<file path="config.mk">
export PLATFORM = sky130hd
export DESIGN_NAME = sort8_stream_ctrl
export DESIGN_NICKNAME = d
export VERILOG_FILES = /design/src/rtl/sort8_stream_ctrl.sv
export SDC_FILE = /design/constraint.sdc
export NUM_CORES = 1
export LEC_CHECK = 0
export ABC_AREA = 1
export CORE_MARGIN = 3
export CORE_UTILIZATION = 50
export CTS_CLUSTER_SIZE = 20
export DETAILED_ROUTE_END_ITERATION = 12
export PLACE_DENSITY = 0.66
export SLEW_MARGIN = 20
export SYNTH_ARGS = -nofsm -noshare
export SYNTH_HDL_FRONTEND = slang
export SYNTH_SLANG_ARGS = --single-unit
</file>
<file path="constraint.sdc">
create_clock -name clk -period 18.5 [get_ports clk]
set_clock_uncertainty 0.2 [all_clocks]
set_input_delay 1.85 -clock clk [delete_from_list [all_inputs] [get_ports clk]]
set_output_delay 1.85 -clock clk [all_outputs]
set_load 0.02 [all_outputs]
</file>
<file path="src/rtl/sort8_stream_ctrl.sv">
// Serial-to-parallel wrapper around an 8-input sorter: loads eight samples,
// sorts the registered bank in one cycle, then streams the result back out.
module sort8_stream_ctrl #(
   parameter int W          = 8,
   parameter bit DESCENDING = 1'b0
) (
   input  logic         clk,
   input  logic         reset,
   input  logic         in_valid,
   input  logic [W-1:0] in_data,
   output logic         in_ready,
   output logic         out_valid,
   output logic [W-1:0] out_data,
   output logic         out_last,
   input  logic         out_ready,
   output logic         busy,
   output logic [3:0]   fill
);

   typedef enum logic [1:0] {
      LOAD = 2'd0,
      SORT = 2'd1,
      EMIT = 2'd2
   } state_t;

   state_t       state_q, state_d;
   logic [2:0]   idx_q, idx_d;
   logic [3:0]   fill_q, fill_d;
   logic [W-1:0] in_reg_q [8];
   logic [W-1:0] in_reg_d [8];
   logic [W-1:0] res_q [8];
   logic [W-1:0] res_d [8];
   logic [W-1:0] sorted_s [8];
   logic [W-1:0] a_s, b_s;
   logic [2:0]   out_sel_s;

   // Sorter: odd-even transposition network, smallest value lands in slot 0.
   always_comb begin
      sorted_s = in_reg_q;
      a_s      = {W{1'b0}};
      b_s      = {W{1'b0}};
      for (int r = 0; r < 8; r++) begin
         for (int j = r % 2; j < 7; j += 2) begin
            a_s           = sorted_s[j];
            b_s           = sorted_s[j+1];
            sorted_s[j]   = (a_s < b_s) ? a_s : b_s;
            sorted_s[j+1] = (a_s < b_s) ? b_s : a_s;
         end
      end
   end

   // Next-state logic for the LOAD -> SORT -> EMIT sequence.
   always_comb begin
      state_d  = state_q;
      idx_d    = idx_q;
      fill_d   = fill_q;
      in_reg_d = in_reg_q;
      res_d    = res_q;
      case (state_q)
         LOAD: begin
            if (in_valid) begin
               in_reg_d[idx_q] = in_data;
               idx_d           = idx_q + 3'd1;
               fill_d          = fill_q + 4'd1;
               if (idx_q == 3'd7) begin
                  state_d = SORT;
               end else begin
                  state_d = LOAD;
               end
            end else begin
               state_d = LOAD;
            end
         end
         SORT: begin
            res_d   = sorted_s;
            idx_d   = 3'd0;
            state_d = EMIT;
         end
         EMIT: begin
            if (out_ready) begin
               idx_d = idx_q + 3'd1;
               if (idx_q == 3'd7) begin
                  state_d = LOAD;
                  fill_d  = 4'd0;
               end else begin
                  state_d = EMIT;
               end
            end else begin
               state_d = EMIT;
            end
         end
         default: begin
            state_d = LOAD;
            idx_d   = 3'd0;
            fill_d  = 4'd0;
         end
      endcase
   end

   // State and bank registers with synchronous reset.
   always_ff @(posedge clk) begin
      if (reset) begin
         state_q <= LOAD;
         idx_q   <= 3'd0;
         fill_q  <= 4'd0;
         for (int k = 0; k < 8; k++) begin
            in_reg_q[k] <= {W{1'b0}};
            res_q[k]    <= {W{1'b0}};
         end
      end else begin
         state_q  <= state_d;
         idx_q    <= idx_d;
         fill_q   <= fill_d;
         in_reg_q <= in_reg_d;
         res_q    <= res_d;
      end
   end

   // Outputs depend only on registered state, never on in_valid/out_ready.
   assign out_sel_s = DESCENDING ? (3'd7 - idx_q) : idx_q;
   assign in_ready  = (state_q == LOAD);
   assign out_valid = (state_q == EMIT);
   assign busy      = (state_q == SORT) || (state_q == EMIT);
   assign out_data  = (state_q == EMIT) ? res_q[out_sel_s] : {W{1'b0}};
   assign out_last  = (state_q == EMIT) && (idx_q == 3'd7);
   assign fill      = fill_q;

endmodule

</file>
## Word-level counts from Yosys, hierarchy flattened

Index checks and enable logic that the tools add are counted.

| word-level totals | value |
|---|---|
| flip-flop bits (word level) | 137 |
| input bits | 12 |
| output and inout bits | 16 |
| logic and storage cells | 141 |

| cells by class | value |
|---|---|
| add/sub/neg operators | 2 |
| order comparisons | 30 |
| equality and inequality tests | 6 |
| multiplexer cells | 75 |
| bitwise operators | 2 |
| reductions and logical operators | 7 |

Operator list:

| kind | count |
|---|---|
| two-way mux 8 bit | 60 |
| < comparator 8 bit | 28 |
| bitwise mux 64 bit | 1 |
| binary-select mux 8 bit (select 3 bit) | 1 |
| demux 8 bit (select 3 bit) | 1 |
| two-way mux 4 bit | 3 |
| one-hot mux 4 bit (3 select lines) | 1 |
| two-way mux 2 bit | 3 |
| two-way mux 3 bit | 2 |
| one-hot mux 2 bit (3 select lines) | 1 |
| one-hot mux 3 bit (2 select lines) | 1 |
| adder 4 x 1 -> 4 bit (second input constant) | 1 |
| >= comparator 4 bit (second input constant) | 1 |
| < comparator 4 x 1 -> 1 bit (second input constant) | 1 |
| != test 2 x 1 -> 1 bit (second input constant) | 2 |
| inverter 3 -> 4 bit | 1 |
| AND reduction 2 bit | 2 |
| AND reduction 4 bit | 1 |
| adder 3 x 1 -> 3 bit (second input constant) | 1 |
| == test 3 bit (second input constant) | 1 |
| == test 2 x 1 -> 1 bit (second input constant) | 1 |
| == test 2 bit (second input constant) | 1 |
| logical AND 1 bit | 2 |
| logical NOT 2 bit | 1 |
| other kinds (4) | 4 |

## Logic depth before layout (Yosys ltp)

| depth | value |
|---|---|
| depth after elaboration | 16 |
| depth in mapped cells | 88 |
| depth with buffers taken out | 81 |

## Worst setup path after synthesis

Ideal clock, no wire load.

| path | value |
|---|---|
| path kind | flip-flop to flip-flop |
| start point | register in_reg_q[37] (netlist name) |
| end point | register res_q[46] (netlist name) |
| setup time | 0.129 ns |
| arrival time | 12.859 ns |
| required time | 18.171 ns |
| path slack | 5.311 ns |
| cell stages (with the launch flop) | 60 |
| buffers on the path | 9 |
| period minus slack after synthesis | 13.189 ns |
| path through | dfxtp_1 -> inv_1 -> ha_1 -> a21oi_1 -> nor2_1 -> nor3_4 -> nand2_4 -> clkbuf_1 -> o21ai_0 -> ha_1 -> a21oi_1 -> nor2_1 -> a211oi_1 -> nand2_4 -> clkbuf_1 -> o21ai_0 -> ha_1 -> a21oi_1 -> [... 24 more ...] -> buf_6 -> clkbuf_1 -> o21ai_0 -> ha_1 -> a21oi_1 -> nor2_1 -> a211oi_1 -> nand2_4 -> buf_2 -> o21ai_0 -> ha_1 -> a21oi_1 -> nor2_1 -> a211oi_2 -> buf_2 -> nand3_1 -> nand3_1 -> a21oi_1 |

| on the way | value |
|---|---|
| longest elaborated chain between the ends | 16 |
| elaborated cells between the ends (all ways) | 45 |
| classes of those cells | 17 x order compare; 28 x mux |

RTL lines:

| element | RTL line | RTL |
|---|---|---|
| start: declaration | 29 | `logic [W-1:0] in_reg_q [8];` |
| start signal: indexed assignment | 107 | `in_reg_q[k] <= {W{1'b0}};` |
| start signal: assignment | 114 | `in_reg_q <= in_reg_d;` |
| < comparator 8 bit | 46, 47 |  |
| two-way mux 8 bit, on equally long branches | 46, 47 |  |
| < comparator 8 bit | 46, 47 |  |
| two-way mux 8 bit, on equally long branches | 46, 47 |  |
| < comparator 8 bit | 46, 47 |  |
| two-way mux 8 bit, on equally long branches | 47, 46 |  |
| < comparator 8 bit, on equally long branches | 46, 47 |  |
| two-way mux 8 bit, on equally long branches | 46, 47 |  |
| < comparator 8 bit, on equally long branches | 46, 47 |  |
| two-way mux 8 bit, on equally long branches | 47, 46 |  |
| < comparator 8 bit, on equally long branches | 46, 47 |  |
| two-way mux 8 bit, on equally long branches | 46, 47 |  |
| < comparator 8 bit, on equally long branches | 47, 46 |  |
| two-way mux 8 bit, on equally long branches | 47, 46 |  |
| < comparator 8 bit | 47 | `sorted_s[j+1] = (a_s < b_s) ? b_s : a_s;` |
| two-way mux 8 bit (*) | 47 |  |
| end signal: indexed assignment | 108 | `res_q[k] <= {W{1'b0}};` |
| end signal: assignment | 115 | `res_q <= res_d;` |
| end: declaration | 31 | `logic [W-1:0] res_q [8];` |

Mark *: on every way between the ends. The rest lies on a longest branch, timed or not.
A chain may end at the register's enable or synchronous reset.

## Final worst setup path

| path | value |
|---|---|
| start point | register in_reg_q[21] (netlist name) |
| end point | register res_q[30] (netlist name) |

| on the way | value |
|---|---|
| longest elaborated chain between the ends | 16 |
| elaborated cells between the ends (all ways) | 50 |
| classes of those cells | 19 x order compare; 31 x mux |

RTL lines:

| element | RTL line |
|---|---|
| < comparator 8 bit | 46, 47 |
| two-way mux 8 bit, on equally long branches | 46, 47 |
| < comparator 8 bit | 46, 47 |
| two-way mux 8 bit, on equally long branches | 46, 47 |
| < comparator 8 bit | 46, 47 |
| two-way mux 8 bit, on equally long branches | 46, 47 |
| < comparator 8 bit | 46, 47 |
| two-way mux 8 bit, on equally long branches | 46, 47 |
| < comparator 8 bit, on equally long branches | 47, 46 |
| two-way mux 8 bit, on equally long branches | 47, 46 |
| < comparator 8 bit, on equally long branches | 47, 46 |
| two-way mux 8 bit, on equally long branches | 47, 46 |
| < comparator 8 bit, on equally long branches | 47, 46 |
| two-way mux 8 bit, on equally long branches | 47, 46 |
| < comparator 8 bit | 47 |
| two-way mux 8 bit (*) | 47 |

Marked as above.

==> flow_summary.ini <==
[grt]
grt-ovfl-total = 0
track_usage_pct = 27.7
grt_pass1_vias = 14900
grt_pass1_wl_um = 76100
antenna_found_initial = 0
grt_start_max_net_pins = 75

[min_path]
hp-class = reg2reg
hold_start = res_q[33]
holdPathStages = 2

[critical_path]
arrival_ns = 16.68
worstSetupPathType = reg2reg
regToRegStartpoint = in_reg_q[21]
crit_required_ns = 18.66
end_kind = flop
crit_path_top_delay_cell = a211oi_2
ff2ff_path_depth = 51
start_kind = flop
crit_fanout = 29
startpoint = in_reg_q[21]
max_stage_delay_ns = 0.84

[timing]
worst_pin_slew_ns = 1.09
period_minus_slack_ns = 16.52
slew_headroom_pct = 27.1
slew_violations = 0
setup_viol = 0
finalHoldViolations = 0
timing.final.crit_share_pct = 89.3
setup_tns_ns = 0
fmax_ghz = 0.0605
rsz0062_at_grt = false

[route]
vias_per_cell = 5.65
drt_wl_total_um = 46400
ant_nets = 0
drtPass1Iterations = 7
vias = 16500
route.detailed.drc = 0
routedWlPerCell_um = 15.9
drt-initial-drc-count = 1085

[synth]
synth_area_leaders = nand2_1, dfxtp_1, ha_1
syn_avg_cell_area_um2 = 6.03
yosysWarnings = 0
syn-num-nets = 2748
ys_seq_elements = 137
synth-edff-count = 0
synth_top_area_share_pct = 21.2
yosysTopAreaCell = nand2_1
syn_area_mm2 = 0.0155
netlist_instances = 2569
seq_area_frac_synth_pct = 17.7
synth-main-ff-cell = dfxtp_1
synthArstFlopShare_pct = 0
ys_types = 41
synth_commonest_cells = nand2_1, o21ai_0, nand3_1
synth.most_common_cell = nand2_1

[die]
io_pins = 28
core_area_mm2 = 0.0301
row_count = 63
dieArea_mm2 = 0.0331
fp.dieW_um = 182
start_util_pct = 51.4
die_h_um = 182

[clock_network]
cts_made_buffers = 17
root_buffer = clkbuf_16
clk_path_buf_depth = 2
cts_hold_buffers = 0
htree_levels = 4
cts_num_sinks = 137
cts_resized = 0
clk_latency_ns = 0.44
post-cts-setup-buffer-count = 0
cts_tree = yes
clk_pin_slew_worst_paths_ns = 0.06

[flow_run]
maxCapViolCount = 0

[outcome]
outcome = complete, no violations

[place]
dp.cells = 2892
dp_hpwl_um = 36500
gp_congestion = 0.946
io_buffers = 27

[final_layout]
fin_util_pct = 53.8
fillers = 3231
instances_no_fill = 2923
nets = 2700
syn_to_final_growth_pct = 4.59
diodes = 0
drive_gt1_share_pct = 6.24
[layer usage]
layer  up-vias  part of all wire [%]  GRT usage (%)
met1      7609                    46           36.1
met5         -                     0              0
met4         0                   2.6           9.02
met3        72                   3.6           3.17
li1       8489                     -              -
met2       359                    48           47.8
[kinds of logic (layout without fill, tap and decap cells)]
| kind of cell | Yosys count | in the layout | share of synthesized area (%) |
|---|---|---|---|
| AO/OA/AOI/OAI | 610 | 610 | 21.3 |
| XOR/XNOR | 1 | 1 | 0.0566 |
| adder cells (fa/ha/maj) | 167 | 167 | 13.5 |
| buffers and inverters | 310 | 274 | 9.49 |
| flip-flops | 137 | 137 | 17.7 |
| AND/OR/NAND/NOR | 1344 | 1344 | 38.0 |
[worst paths after layout]
check | to | slack, ns
setup / recovery | res_q[30] | 1.98
hold reg to reg | res_q[33] | 0.26
setup reg to reg | res_q[30] | 1.98
hold / removal | res_q[33] | 0.26
[through the flow]
stage	area [µm²]	setup slack [ns]	hold slack, ns
after floorplan	15500	5.31	0.241
after global placement	15600	2.46	0.253
after detailed placement	15600	2.22	0.257
after CTS	16200	2.10	0.266
after global routing	16200	0.410	0.285
final	16200	1.98	0.263
[registers in the layout, summed over array words and instances (netlist names)]
signal and count:
in_reg_q 64, res_q 64, fill 4, idx_q 3, state_q 2
[layout make-up]
cell class | instances | area, µm² | area share [%]
multi-input cells | 2122 | 11300 | 69.7
flip-flops and latches | 137 | 2740 | 16.9
inverters | 209 | 785 | 4.85
well taps | 390 | 488 | 3.01
clock buffers | 24 | 482 | 2.98
repair buffers | 34 | 318 | 1.96
clock inverters | 7 | 92.6 | 0.572
[placed cells by master, fill, tap and decap left out, types with 8 or more instances in the layout]
| cell type | count |
|---|---|
| nor2_1 | 116 |
| nand3b_1 | 22 |
| clkdlybuf4s50_1 | 26 |
| clkinv_1 | 13 |
| clkbuf_16 | 17 |
| nor3_1 | 20 |
| nand2_1 | 873 |
| nand2_2 | 67 |
| a22oi_1 | 10 |
| o21ai_0 | 347 |
| nand3_1 | 202 |
| a41oi_1 | 8 |
| inv_1 | 190 |
| nand2_4 | 29 |
| a211oi_1 | 23 |
| a21oi_1 | 184 |
| ha_1 | 166 |
| dfxtp_1 | 137 |
[worst max-delay path: cells and delay by family, from the launching register on]
kind / cells / cell delay (ns)
simple gates: 23 / 3.90
buf+inv: 1 / 0.07
flops: 1 / 0.30
fa+ha+maj: 8 / 2.66
compound gates: 19 / 9.26
Power is left out: the tool's default activity adds up to more than one toggle a clock period on the data nets, which glitch-free logic cannot reach.
